## src/rtl/id_stage.sv

```systemverilog
// MIPS decode stage: IF/ID register, write-through register file, decoder,
// branch/jump resolution and RAW/load-use stall generation.
module id_stage #(
   parameter int NUM_REGS = 32
) (
   input  logic        clk,
   input  logic        rst,
   input  logic [31:0] PC_in,
   input  logic [31:0] Instruction_in,
   input  logic        WB_en,
   input  logic [4:0]  WB_dest,
   input  logic [31:0] WB_value,
   input  logic        EXE_WB_en,
   input  logic [4:0]  EXE_dest,
   input  logic        MEM_WB_en,
   input  logic [4:0]  MEM_dest,
   output logic        freeze,
   output logic        Branch_taken,
   output logic [31:0] BranchAddr,
   output logic [31:0] PC_out,
   output logic [31:0] Val1,
   output logic [31:0] Val2,
   output logic [31:0] Imm,
   output logic [4:0]  Dest,
   output logic [3:0]  EXE_CMD,
   output logic        WB_EN,
   output logic        MEM_R_EN,
   output logic        MEM_W_EN,
   output logic        Imm_sel
);
   localparam int AW = $clog2(NUM_REGS);

   localparam logic [5:0] OP_RTYPE = 6'h00, OP_ADDI = 6'h08, OP_LW = 6'h23;
   localparam logic [5:0] OP_SW = 6'h2B, OP_BEQ = 6'h04, OP_BNE = 6'h05, OP_J = 6'h02;
   localparam logic [5:0] F_ADD = 6'h20, F_SUB = 6'h22, F_AND = 6'h24, F_OR = 6'h25, F_SLT = 6'h2A;
   localparam logic [3:0] CMD_ADD = 4'd0, CMD_SUB = 4'd1, CMD_AND = 4'd2, CMD_OR = 4'd3, CMD_SLT = 4'd4;

   logic [31:0] pc_q, pc_d, inst_q, inst_d;
   logic [31:0] regs_q [NUM_REGS];
   logic [31:0] regs_d [NUM_REGS];

   logic [5:0]  op_s, funct_s;
   logic [4:0]  rs_s, rt_s, rd_s, dest_s;
   logic [3:0]  exe_cmd_s, r_cmd_s;
   logic        r_ok_s, wb_s, mem_r_s, mem_w_s, imm_sel_s;
   logic        use_rs_s, use_rt_s, is_beq_s, is_bne_s, is_j_s;
   logic [31:0] val1_s, val2_s, imm_ext_s, br_addr_s;
   logic        hazard_s, taken_s;

   // A source depends on an in-flight writer when it is read, nonzero and matches.
   function automatic logic dep(input logic used, input logic [4:0] src,
                                input logic en, input logic [4:0] dst);
      return used && (src != 5'd0) && en && (dst == src);
   endfunction

   assign op_s      = inst_q[31:26];
   assign rs_s      = inst_q[25:21];
   assign rt_s      = inst_q[20:16];
   assign rd_s      = inst_q[15:11];
   assign funct_s   = inst_q[5:0];
   assign imm_ext_s = {{16{inst_q[15]}}, inst_q[15:0]};

   // Instruction decode into raw controls and source usage.
   always_comb begin
      exe_cmd_s = CMD_ADD;
      r_cmd_s   = CMD_ADD;
      r_ok_s    = 1'b0;
      wb_s      = 1'b0;
      mem_r_s   = 1'b0;
      mem_w_s   = 1'b0;
      imm_sel_s = 1'b0;
      dest_s    = 5'd0;
      use_rs_s  = 1'b0;
      use_rt_s  = 1'b0;
      is_beq_s  = 1'b0;
      is_bne_s  = 1'b0;
      is_j_s    = 1'b0;
      case (op_s)
         OP_RTYPE: begin
            case (funct_s)
               F_ADD:   begin r_cmd_s = CMD_ADD; r_ok_s = 1'b1; end
               F_SUB:   begin r_cmd_s = CMD_SUB; r_ok_s = 1'b1; end
               F_AND:   begin r_cmd_s = CMD_AND; r_ok_s = 1'b1; end
               F_OR:    begin r_cmd_s = CMD_OR;  r_ok_s = 1'b1; end
               F_SLT:   begin r_cmd_s = CMD_SLT; r_ok_s = 1'b1; end
               default: begin r_cmd_s = CMD_ADD; r_ok_s = 1'b0; end
            endcase
            if (r_ok_s) begin
               exe_cmd_s = r_cmd_s;
               wb_s      = 1'b1;
               dest_s    = rd_s;
               use_rs_s  = 1'b1;
               use_rt_s  = 1'b1;
            end else begin
               exe_cmd_s = CMD_ADD;
            end
         end
         OP_ADDI: begin imm_sel_s = 1'b1; wb_s = 1'b1; dest_s = rt_s; use_rs_s = 1'b1; end
         OP_LW:   begin imm_sel_s = 1'b1; wb_s = 1'b1; mem_r_s = 1'b1; dest_s = rt_s; use_rs_s = 1'b1; end
         OP_SW:   begin imm_sel_s = 1'b1; mem_w_s = 1'b1; use_rs_s = 1'b1; use_rt_s = 1'b1; end
         OP_BEQ:  begin is_beq_s = 1'b1; use_rs_s = 1'b1; use_rt_s = 1'b1; end
         OP_BNE:  begin is_bne_s = 1'b1; use_rs_s = 1'b1; use_rt_s = 1'b1; end
         OP_J:    begin is_j_s = 1'b1; end
         default: begin exe_cmd_s = CMD_ADD; end
      endcase
   end

   // Register-file reads; a same-cycle write-back to the read index is passed through.
   always_comb begin
      if (rs_s == 5'd0)                        val1_s = 32'd0;
      else if (WB_en && (WB_dest == rs_s))     val1_s = WB_value;
      else                                     val1_s = regs_q[rs_s];
      if (rt_s == 5'd0)                        val2_s = 32'd0;
      else if (WB_en && (WB_dest == rt_s))     val2_s = WB_value;
      else                                     val2_s = regs_q[rt_s];
   end

   assign hazard_s = dep(use_rs_s, rs_s, EXE_WB_en, EXE_dest) | dep(use_rs_s, rs_s, MEM_WB_en, MEM_dest)
                   | dep(use_rt_s, rt_s, EXE_WB_en, EXE_dest) | dep(use_rt_s, rt_s, MEM_WB_en, MEM_dest);

   // Branch/jump resolution; suppressed while stalled since operands may be stale.
   always_comb begin
      taken_s   = 1'b0;
      br_addr_s = 32'd0;
      if (hazard_s) begin
         taken_s   = 1'b0;
         br_addr_s = 32'd0;
      end else if (is_j_s) begin
         taken_s   = 1'b1;
         br_addr_s = {pc_q[31:28], inst_q[25:0], 2'b00};
      end else if ((is_beq_s && (val1_s == val2_s)) || (is_bne_s && (val1_s != val2_s))) begin
         taken_s   = 1'b1;
         br_addr_s = pc_q + {imm_ext_s[29:0], 2'b00};
      end else begin
         taken_s   = 1'b0;
         br_addr_s = 32'd0;
      end
   end

   // IF/ID next state: a redirect squashes the wrong-path fetch, a stall holds.
   always_comb begin
      pc_d   = pc_q;
      inst_d = inst_q;
      if (taken_s) begin
         pc_d   = PC_in;
         inst_d = 32'd0;
      end else if (hazard_s) begin
         pc_d   = pc_q;
         inst_d = inst_q;
      end else begin
         pc_d   = PC_in;
         inst_d = Instruction_in;
      end
   end

   // Register-file next state; entry 0 is never written.
   always_comb begin
      for (int i = 0; i < NUM_REGS; i++) begin
         regs_d[i] = (WB_en && (i != 0) && (WB_dest == AW'(i))) ? WB_value : regs_q[i];
      end
   end

   // IF/ID pipeline register.
   always_ff @(posedge clk or posedge rst) begin
      if (rst) begin
         pc_q   <= 32'd0;
         inst_q <= 32'd0;
      end else begin
         pc_q   <= pc_d;
         inst_q <= inst_d;
      end
   end

   // Register-file storage.
   always_ff @(posedge clk or posedge rst) begin
      if (rst) begin
         for (int i = 0; i < NUM_REGS; i++) regs_q[i] <= 32'd0;
      end else begin
         regs_q <= regs_d;
      end
   end

   assign freeze       = hazard_s;
   assign Branch_taken = taken_s;
   assign BranchAddr   = br_addr_s;
   assign PC_out       = pc_q;
   assign Val1         = val1_s;
   assign Val2         = val2_s;
   assign Imm          = imm_ext_s;
   assign Dest         = dest_s;
   assign EXE_CMD      = hazard_s ? CMD_ADD : exe_cmd_s;
   assign WB_EN        = wb_s & ~hazard_s;
   assign MEM_R_EN     = mem_r_s & ~hazard_s;
   assign MEM_W_EN     = mem_w_s & ~hazard_s;
   assign Imm_sel      = imm_sel_s & ~hazard_s;
endmodule
```

## config.mk

```make
export PLATFORM = sky130hd
export DESIGN_NAME = id_stage
export DESIGN_NICKNAME = d
export VERILOG_FILES = /design/src/rtl/id_stage.sv
export SDC_FILE = /design/constraint.sdc
export NUM_CORES = 2
export LEC_CHECK = 0
export ABC_CLOCK_PERIOD_IN_PS = 49100
export BUFFER_PORTS_ARGS = -buffer_cell sky130_fd_sc_hd__buf_2
export CAP_MARGIN = 20
export CORE_UTILIZATION = 55
export CTS_CLUSTER_DIAMETER = 120
export DETAILED_ROUTE_END_ITERATION = 10
export PLACE_DENSITY = 0.73
export SYNTH_ARGS = -nofsm -noshare
export SYNTH_HDL_FRONTEND = slang
export SYNTH_SLANG_ARGS = --single-unit
```

## constraint.sdc

```tcl
create_clock -name clk -period 49.1 [get_ports clk]
set_clock_uncertainty 0.15 [all_clocks]
set_input_delay 9.82 -clock clk [delete_from_list [all_inputs] [get_ports clk]]
set_output_delay 9.82 -clock clk [all_outputs]
set_load 0.005 [all_outputs]
```

==> run metrics <==
drt pass-1 iters 6; Routability Congestion 0.976; Net Switching 0.806 mW; first-pass GRT wire length 299000 µm; port bufs 289; commonest non-fill, non-tap cell in the layout dfrtp_1; mapped cell area 59600 µm²; Worst VDD drop 28.7 µV; final WL 207000 µm; Setup Buffers After CTS 0; final core occ 0.613; DR WL/cell 34.3 µm; Hold Crit Start regs_q[651]$_DFFE_PP0P_; clock share of power 0.340; Root Buffer clkbuf_16; placed cell area 61600 µm²; Arrival @ worst endpoint 15.17 ns; FF+latch count, synth 1056; RSZ-0062 raised after global routing no; design area 65700 µm²; Layout Cells excl Fill 6027; r2r startpoint inst_q[17]$_DFFE_PP0P_; Via density 7.20; Syn Area/Cell 13.3 µm²; Switching Share 0.295; status complete, no violations; pre-CTS WS 24.24 ns; Worst Hold Slack 0.352 ns; # rows 120; Crit. End Element primary output; Layout Nets 4664; R2R Setup Slk 41.52 ns; Synth top area share 0.443; Clock transition at path regs 0.06 ns; Rel. slew slack 0.157; pin count of the biggest net entering global routing 176; Unique masters post-synth 85; Ports 291; slew at the pin closest to its max-slew limit 1.26 ns; pwr dens 41.6 nW/µm²; worst-skew pair later-pin latency 0.72 ns; max cap viols 0; Tot Pwr 2.73 mW; post-cts resize count 0; initial antenna violation count 12; required time of the critical path 39.13 ns; core outline area 107000 µm²; fraction of registers with async set/reset 1.00; Leak 28.7 nW; Antenna Nets Post-Route 0; Setup violations, final 0; CP startpoint kind primary input; grt ovf 0; TritonCTS clock tree yes; min Tclk post-route 25.14 ns; H-tree depth 3; hold buffer count at CTS 0; die width 331 µm; Final TNS setup 0 ns; Logic pwr share 0.234; fmax 39.8 MHz; Synth area leaders dfrtp_1, mux2_2, mux4_2; gr usage total 0.378; Post-synth EDFFs 0; most frequent cells in the layout dfrtp_1, mux2_2, mux4_2, buf_2, nand2_1; HPWL after DPL 128000 µm; syn nets 4628; Crit Path Max Fanout 32; cts bufs inserted 113; Hold Violations, Final 0; Area Overhead vs Synth 10.2%; sequential share of the synthesized area 0.443; Synth area leader dfrtp_1; Die Footprint 110000 µm²; fillers 8137; clock sinks 1056; dpl cells 5805; CP Class in -> out; share of layout cells above drive strength 1 0.459; Post-Syn Instances 4482; sequential share of power 0.426; vias in the first global route 42700; crit path from WB_dest[0]; DRT iter0 DRCs 5651; Die H 331 µm; Longest Clk Path Bufs 3; Initial Util 0.556; total number of vias 43400; max-slew violations 0; smallest setup slack after layout 23.96 ns; cell internal pwr 1.93 mW; HP Class reg -> reg; warnings from Yosys 0; final period utilization 0.512; DRC viols 0; Synth Flop Type dfrtp_1
-- cells in the mapped netlist (21+ instances only) --
master and n:
nand2b_1 21, buf_1 28, buf_6 25, nand2_1 300, nor2_1 93, a22o_1 36
xnor2_1 46, nor3_1 37, buf_2 70, o22ai_1 59, mux2_2 1015, ha_1 29
a21oi_1 83, a32o_1 35, a211oi_1 49, o21ai_0 118, nand3_1 55, mux4_2 423
o221ai_1 29, mux2i_1 180, buf_4 64, clkbuf_1 289, dfrtp_1 1056, xor2_1 32
a22oi_1 22
-- final cells by class --
cell class                 count  area [µm²]  area share
inverter                      21        88.8     0.00135
tap                         1403        1760      0.0267
sequential                  1056       26500       0.403
clock inverter                56         691      0.0105
clock buffer                 156        3360      0.0512
timing repair buffer         400        2330      0.0355
multi-input combinational   2926       31000       0.472
antenna                        9        22.5    0.000343
-- worst max-delay path: stages --
cell	delay [ns]
buf_2	0.30
xnor2_1	0.17
nand4_1	0.27
o21ai_2	1.05
o21ai_0	0.39
nor2_1	0.18
o21ai_0	0.27
nor4b_2	0.62
nand4_2	0.41
xnor2_4	0.82
buf_4	0.47
a32o_1	0.24
buf_2	0.12
-- metal layers --
layer	GRT usage	wire length [µm]	up-vias
met3	0.126	25800	752
met1	0.483	74900	22500
met2	0.556	91100	3014
met5	0	116	-
met4	0.241	14900	14
li1	-	-	17100
-- power by group through the flow --
stage | combinational, mW | clock (mW) | sequential, mW
after floorplan | 0.469 | 0 | 1.13
after global placement | 0.610 | 0 | 1.16
after detailed placement | 0.624 | 0 | 1.17
after CTS | 0.627 | 0.934 | 1.16
after global routing | 0.671 | 0.968 | 1.18
final | 0.639 | 0.929 | 1.16
-- final timing paths --
kind                                      endpoint  depth (start not counted)
hold reg to reg            regs_q[651]$_DFFE_PP0P_                          2
max in group asynchronous  regs_q[421]$_DFFE_PP0P_                          5
hold / removal             regs_q[651]$_DFFE_PP0P_                          2
setup / recovery                    BranchAddr[10]                         13
min in group asynchronous  regs_q[248]$_DFFE_PP0P_                          2
setup reg to reg             inst_q[7]$_DFFE_PP0P_                         13
-- kinds of logic after synthesis --
kind of cell	after synthesis	share of synthesized area
xor+xnor	79	0.0119
buf+inv	500	0.0405
simple gates	619	0.0477
mux	1620	0.382
flops	1056	0.443
compound gates	577	0.0678
fa+ha+maj	30	0.00642
other cells	1	0.0000629
-- sequential cells by signal, summed over array words and instances, names as in the netlist --
signal	flops
regs_q	992
PC_out	32
inst_q	32
No activity file was read; power rests on OpenSTA's default activity.
